### config.mk
export PLATFORM = sky130hd
export DESIGN_NAME = mar_seq
export DESIGN_NICKNAME = d
export VERILOG_FILES = /design/src/rtl/mar_seq.sv
export SDC_FILE = /design/constraint.sdc
export NUM_CORES = 1
export LEC_CHECK = 0
export CORE_ASPECT_RATIO = 0.7
export CORE_UTILIZATION = 43
export CTS_BUF_LIST = sky130_fd_sc_hd__clkbuf_8 sky130_fd_sc_hd__clkbuf_16
export CTS_CLUSTER_DIAMETER = 100
export CTS_CLUSTER_SIZE = 16
export DETAILED_ROUTE_END_ITERATION = 8
export PLACE_DENSITY = 0.83
export SKIP_CTS_REPAIR_TIMING = 1
export SLEW_MARGIN = 20
export SYNTH_ARGS = -nofsm -noshare
export SYNTH_HDL_FRONTEND = slang
export SYNTH_SLANG_ARGS = --single-unit
### constraint.sdc
create_clock -name Clock -period 3.7 [get_ports Clock]
set_clock_uncertainty 0.2 [all_clocks]
set_input_delay 0.925 -clock Clock [delete_from_list [all_inputs] [get_ports Clock]]
set_output_delay 0.925 -clock Clock [all_outputs]
set_load 0.01 [all_outputs]
### src/rtl/mar_seq.sv
// Memory address register with an integrated RAM access sequencer:
// latches a bus address, sequences read/write strobes with wait states, optional post-increment.
module mar_seq #(
  parameter int ADDR_WIDTH  = 9,
  parameter int BUS_WIDTH   = 32,
  parameter int STRIDE      = 1,
  parameter int WAIT_STATES = 2,
  parameter int LIMIT       = 2**ADDR_WIDTH - 1
) (
  input  logic                  Clock,
  input  logic                  Clear,
  input  logic [BUS_WIDTH-1:0]  BusMuxOut,
  input  logic                  MARin,
  input  logic                  IncEn,
  input  logic                  Read,
  input  logic                  Write,
  output logic [ADDR_WIDTH-1:0] Address,
  output logic                  MemRd,
  output logic                  MemWr,
  output logic                  Busy,
  output logic                  Done,
  output logic                  Fault
);

  typedef enum logic [1:0] {
    S_IDLE,
    S_ACCESS,
    S_DONE
  } state_t;

  localparam logic [ADDR_WIDTH-1:0] LIMIT_V  = ADDR_WIDTH'(LIMIT);
  localparam logic [ADDR_WIDTH-1:0] STRIDE_V = ADDR_WIDTH'(STRIDE);
  localparam logic [3:0]            WAIT_V   = 4'(WAIT_STATES);

  state_t                state;
  logic [3:0]            wait_cnt;
  logic                  inc_flag;
  logic [ADDR_WIDTH-1:0] bus_addr;
  logic [ADDR_WIDTH-1:0] eff_addr;
  logic                  unused_bus;

  assign bus_addr   = BusMuxOut[ADDR_WIDTH-1:0];
  assign unused_bus = ^BusMuxOut[BUS_WIDTH-1:ADDR_WIDTH];
  // Range check uses the address being loaded at this same edge, if any.
  assign eff_addr   = MARin ? bus_addr : Address;

  always_ff @(posedge Clock or posedge Clear) begin
    if (Clear) begin
      state    <= S_IDLE;
      wait_cnt <= '0;
      inc_flag <= 1'b0;
      Address  <= '0;
      MemRd    <= 1'b0;
      MemWr    <= 1'b0;
      Busy     <= 1'b0;
      Done     <= 1'b0;
      Fault    <= 1'b0;
    end else begin
      Done  <= 1'b0;
      Fault <= 1'b0;
      case (state)
        S_IDLE, S_DONE: begin
          if (MARin) Address <= bus_addr;
          state <= S_IDLE;
          MemRd <= 1'b0;
          MemWr <= 1'b0;
          Busy  <= 1'b0;
          if (Read && Write) begin
            Fault <= 1'b1;
          end else if (Read || Write) begin
            if (eff_addr > LIMIT_V) begin
              Fault <= 1'b1;
            end else begin
              state    <= S_ACCESS;
              MemRd    <= Read;
              MemWr    <= Write;
              Busy     <= 1'b1;
              wait_cnt <= WAIT_V;
              inc_flag <= IncEn;
            end
          end
        end
        S_ACCESS: begin
          if (wait_cnt != '0) begin
            wait_cnt <= wait_cnt - 4'd1;
          end else begin
            state <= S_DONE;
            MemRd <= 1'b0;
            MemWr <= 1'b0;
            Busy  <= 1'b0;
            Done  <= 1'b1;
            if (inc_flag) Address <= Address + STRIDE_V;
          end
        end
        default: begin
          state <= S_IDLE;
          MemRd <= 1'b0;
          MemWr <= 1'b0;
          Busy  <= 1'b0;
        end
      endcase
    end
  end

endmodule

# Yosys cells after proc, flatten, opt, wreduce, memory -nomap -nowiden
# Cells that the tools add are included.
# W data, S select, Z words.
[totals] out_inout_bits=14 in_bits=38 memories=0 latchBits=0 ramBits=0 mem_bits_ro=0 register_bits=21
[classes] mul=0 n_mux=33 bitwise_logic=2 addsub=2 div=0 reduce_logical=9 magnitude_cmp=1 shifts=0 eq_ne=8
[ops] operator="$mux W9" n=3
[ops] operator="$mux W1" n=19
[ops] operator="$pmux W9 S2" n=1
[ops] operator="$mux W4" n=4
[ops] operator="$ne A2 B2 Y1 const B" n=6
[ops] operator="$add A9 B1 Y9 const B" n=1
[ops] operator="$gt A9 B9 Y1 const B" n=1
[ops] operator="$pmux W4 S2" n=1
[ops] operator="$pmux W1 S2" n=3
[ops] operator="$reduce_and A5 Y1" n=1
[ops] operator="$pmux W2 S2" n=1
[ops] operator="$reduce_and A4 Y1" n=1
[ops] operator="$reduce_bool A4 Y1" n=1
[ops] operator="$sub A4 B1 Y4 const B" n=1
[ops] operator="$reduce_and A3 Y1" n=1
[ops] operator="$eq A2 B1 Y1 const B" n=1
[ops] operator="$eq A2 B2 Y1 const B" n=1
[ops] operator="$logic_not A2 Y1" n=1
[ops] operator="$mux W2" n=1
[ops] operator="$not A1 Y1" n=2
[ops] operator="$reduce_bool A2 Y1" n=1
[ops] operator="$reduce_or A2 Y1" n=1
[ops] operator="$logic_and A1 B1 Y1" n=1
[ops] operator="$logic_or A1 B1 Y1" n=1

# Longest topological paths before layout
[logic_depth] ltp_word=6 ltp_mapped=6

# Worst setup path before layout
# No wires, ideal clock.
[synth_path] path_type="input -> register" start="in Read" end="reg wait_cnt[1]" setup_ns=0.082 arrival_ns=1.851 setup_slack_ns=1.567 path_stages=6 n_path_buf=0 path_cell_list="inv_1 > ha_1 > nor3_1 > a21o_1 > nor2_1 > a31oi_1"
[synth_via] elab_chain_len=3 word_cells_on_any_way=5
[synth_lines] item="from (decl)" line="15" text="input logic Read,"
[synth_lines] item="$logic_or A1 B1 Y1 or $logic_and A1 B1 Y1 (tied branches)" line="70, 68"
[synth_lines] item="$ne A2 B2 Y1 (no source line)"
[synth_lines] item="$reduce_and A5 Y1 (no source line) *"
[synth_lines] item="to (signal assigned)" line="85" text="wait_cnt <= wait_cnt - 4'd1;"
[synth_lines] item="to (decl)" line="36" text="logic [3:0] wait_cnt;"
# Every way passes the cells marked *; elsewhere a longest branch is shown, timed or not.
# A chain may end at the register's enable or synchronous reset.

# Worst setup path in the final report
[layout_path] start="in MARin" end="reg Address[6]"
[layout_via] elab_chain_len=2
[layout_lines] item="from (decl)" line="13" text="input logic MARin,"
[layout_lines] item="$mux W9"
[layout_lines] item="$pmux W9 S2"
[layout_lines] item="to (signal assigned)" line="63" text="if (MARin) Address <= bus_addr;"
[layout_lines] item="to (signal assigned)" line="92" text="if (inc_flag) Address <= Address + STRIDE_V;"
[layout_lines] item="to (decl)" line="17" text="output logic [ADDR_WIDTH-1:0] Address,"
# No other way between the ends.

==> run metrics <==
full die area=0.00278 sq mm; Max-cap violations=0; Placed Cells incl. Taps=169; WP buf/inv=1; Data arrival, critical path=2400 ps; HP Class=flip-flop to flip-flop; Pre-antenna DRT Iters=4; vias in the first global route=881; WHS Path Cells=1; RePlAce Congestion=0.817; post-route clock period utilization=67.2%; ANT nets after route=0; Final Hold Slack=291 ps; FF-to-FF Start=wait_cnt[0]; Core Area=0.00228 sq mm; Final setup viols=0; P per Cell Area=808 mW/mm^2; antenna cells=0; hold endpoint=Busy; Slew Limit Headroom=47.9%; Final Util=64.1%; reg2reg end=Address[6]; most frequent cells in the layout=clkdlybuf4s50_1 (28), dfrtp_1 (21), nor2_1 (11), nand2_1 (8), o21ai_0 (7); post-detailed-route via-to-cell ratio=5.52; FF-to-FF path depth=5; Area contributors post-synth=dfrtp_1 (48%), ha_1 (5.7%), nor2_1 (3.7%); Setup TNS=0 ps; Chip Height=44.4 um; grt total ovfl=0; DR iter-0 viols=77; worst hold start=Busy; Die X=62.6 um; Final Routed Wirelength=2.47 mm; Ports=52; DR vias=955; antenna violations before repair=0; clk_lat worst skew=270 ps; LEAKAGE=0.633 nW; CTS tree=yes; IR drop worst, VDD=0.261 mV; R2R Setup Slk=1820 ps; clock-pin transition on the worst setup and hold timing paths=80 ps; area leader, netlist=dfrtp_1; DP Area=0.00141 sq mm; Warnings, synthesis=0; DRC Markers=0; status=finished clean; Worst Setup Path Type=input pin to flip-flop; first-pass GRT wire length=4.04 mm; Final min period=2490 ps; FMAX=402 MHz; Worst Path Required=3620 ps; crit start category=input pin; Post-DP HPWL=1.90 mm; cell area after layout=0.00146 sq mm; Area growth, synth to finish=32.2%; layout cells sized above 1=7.09%; overall power=1.18 mW; Syn Inst Count=110; Finished Layout Cells=173; post-synthesis cell type count=34; Max Slew Vio Count=0; pre-CTS WS=958 ps; Yosys reg bits=21; Global Route Usage Sum=20.0%; slowest CP cell=clkdlybuf4s50_1; wire length per cell=14.3 um; clock sinks=21; Hold Fails Final Rpt=0; Synth top area share=47.6%; final worst-path setup slack=1210 ps; worst path cell trace=clkdlybuf4s50_1, nor2b_1, a31oi_1, o21ai_0, o311ai_0; syn_area_per_cell=10.0 sq um; Largest stage delay, worst path=500 ps; synthesized net count=153; Synth Cell Area=0.00110 sq mm; CTS root buf=clkbuf_8; final net count=185; worst-margin pin slew=781 ps; RSZ-0062 raised after global routing=false; commonest non-fill, non-tap cell in the layout=clkdlybuf4s50_1; Rows=14; largest net degree at the start of global routing=22; htree depth=1; crit-path leading delay family=compound AO/OA/AOI/OAI gates; TritonCTS Buffers=3; sequential share of the synthesized area=47.6%; starting density of the core=48.5%; Clock Path Buffers=2; CP Capture Type=flip-flop; port buffer count=28; CP max FO=6
-- cells by family (layout without fill, tap and decap cells) --
logic type	count (synthesis)	in the layout	synth area share [%]
AOI/OAI and AO/OA	27	27	17.2
xor gates and xnor gates	2	2	1.59
adders and majority gates	5	5	5.66
buffers and inverters	8	39	3.74
DFF	21	21	47.6
muxes	2	2	1.93
and+or+nand+nor	45	45	22.3
-- cell usage after synthesis (all sizes together) --
cell type,instances
and2b,2
inv,6
nor2b,2
a31oi,2
o21ai,10
a211oi,1
o311ai,2
ha,5
mux2i,1
nand4bb,1
nor3b,2
nand2,8
nor2,11
a22o,3
nor3,3
buf,2
nand2b,2
or3b,1
mux2,1
xor2,2
and3,1
a21oi,4
nand3,7
a221o,3
nand4,2
dfrtp,21
nor4,2
and2,1
a21o,2
-- worst reg2reg max path, stage by stage, from the launching register on --
cell and delay (ps):
dfrtp_1 380, inv_1 110, ha_1 200, nor3b_2 250
nand3_2 190, o311ai_0 420
-- power breakdown --
part	switching [mW]	total (mW)	internal, mW
Clock	0.0769	0.152	0.0752
Sequential	0.114	0.447	0.333
Combinational	0.288	0.581	0.293
Total	0.479	1.18	0.702
-- worst max path at each step --
stage,start,to,slack [ps],cells after the start
after CTS,MARin,Address[6],1250,5
after global placement,MARin,Address[6],990,5
after detailed placement,MARin,Address[6],960,5
after floorplan,Read,wait_cnt[1],1570,6
after global routing,MARin,Address[6],1070,5
final,MARin,Address[6],1210,5
-- final cells by class --
class                           instances  area, sq um
Fill cell                             181          817
Multi-Input combinational cell         81          538
Sequential cell                        21          526
Timing Repair Buffer                   29          288
Clock buffer                            3         41.3
Tap cell                               32         40.0
Inverter                                6         22.5
Clock inverter                          1         5.00
-- per-layer routing --
| metal | GRT usage, % | routed length (um) | vias up |
|---|---|---|---|
| li1 | - | - | 465 |
| met1 | 27.0 | 1220 | 453 |
| met2 | 30.0 | 1090 | 33 |
| met3 | 6.19 | 138 | 4 |
| met4 | 9.30 | 22 | 0 |
| met5 | 0 | 0 | - |
-- sequential cells by signal, summed over array words and instances, names as in the netlist --
signal    flops
Address       9
wait_cnt      4
state         2
Busy          1
Done          1
Fault         1
MemRd         1
MemWr         1
inc_flag      1
Power figures use the tool's default switching activity.
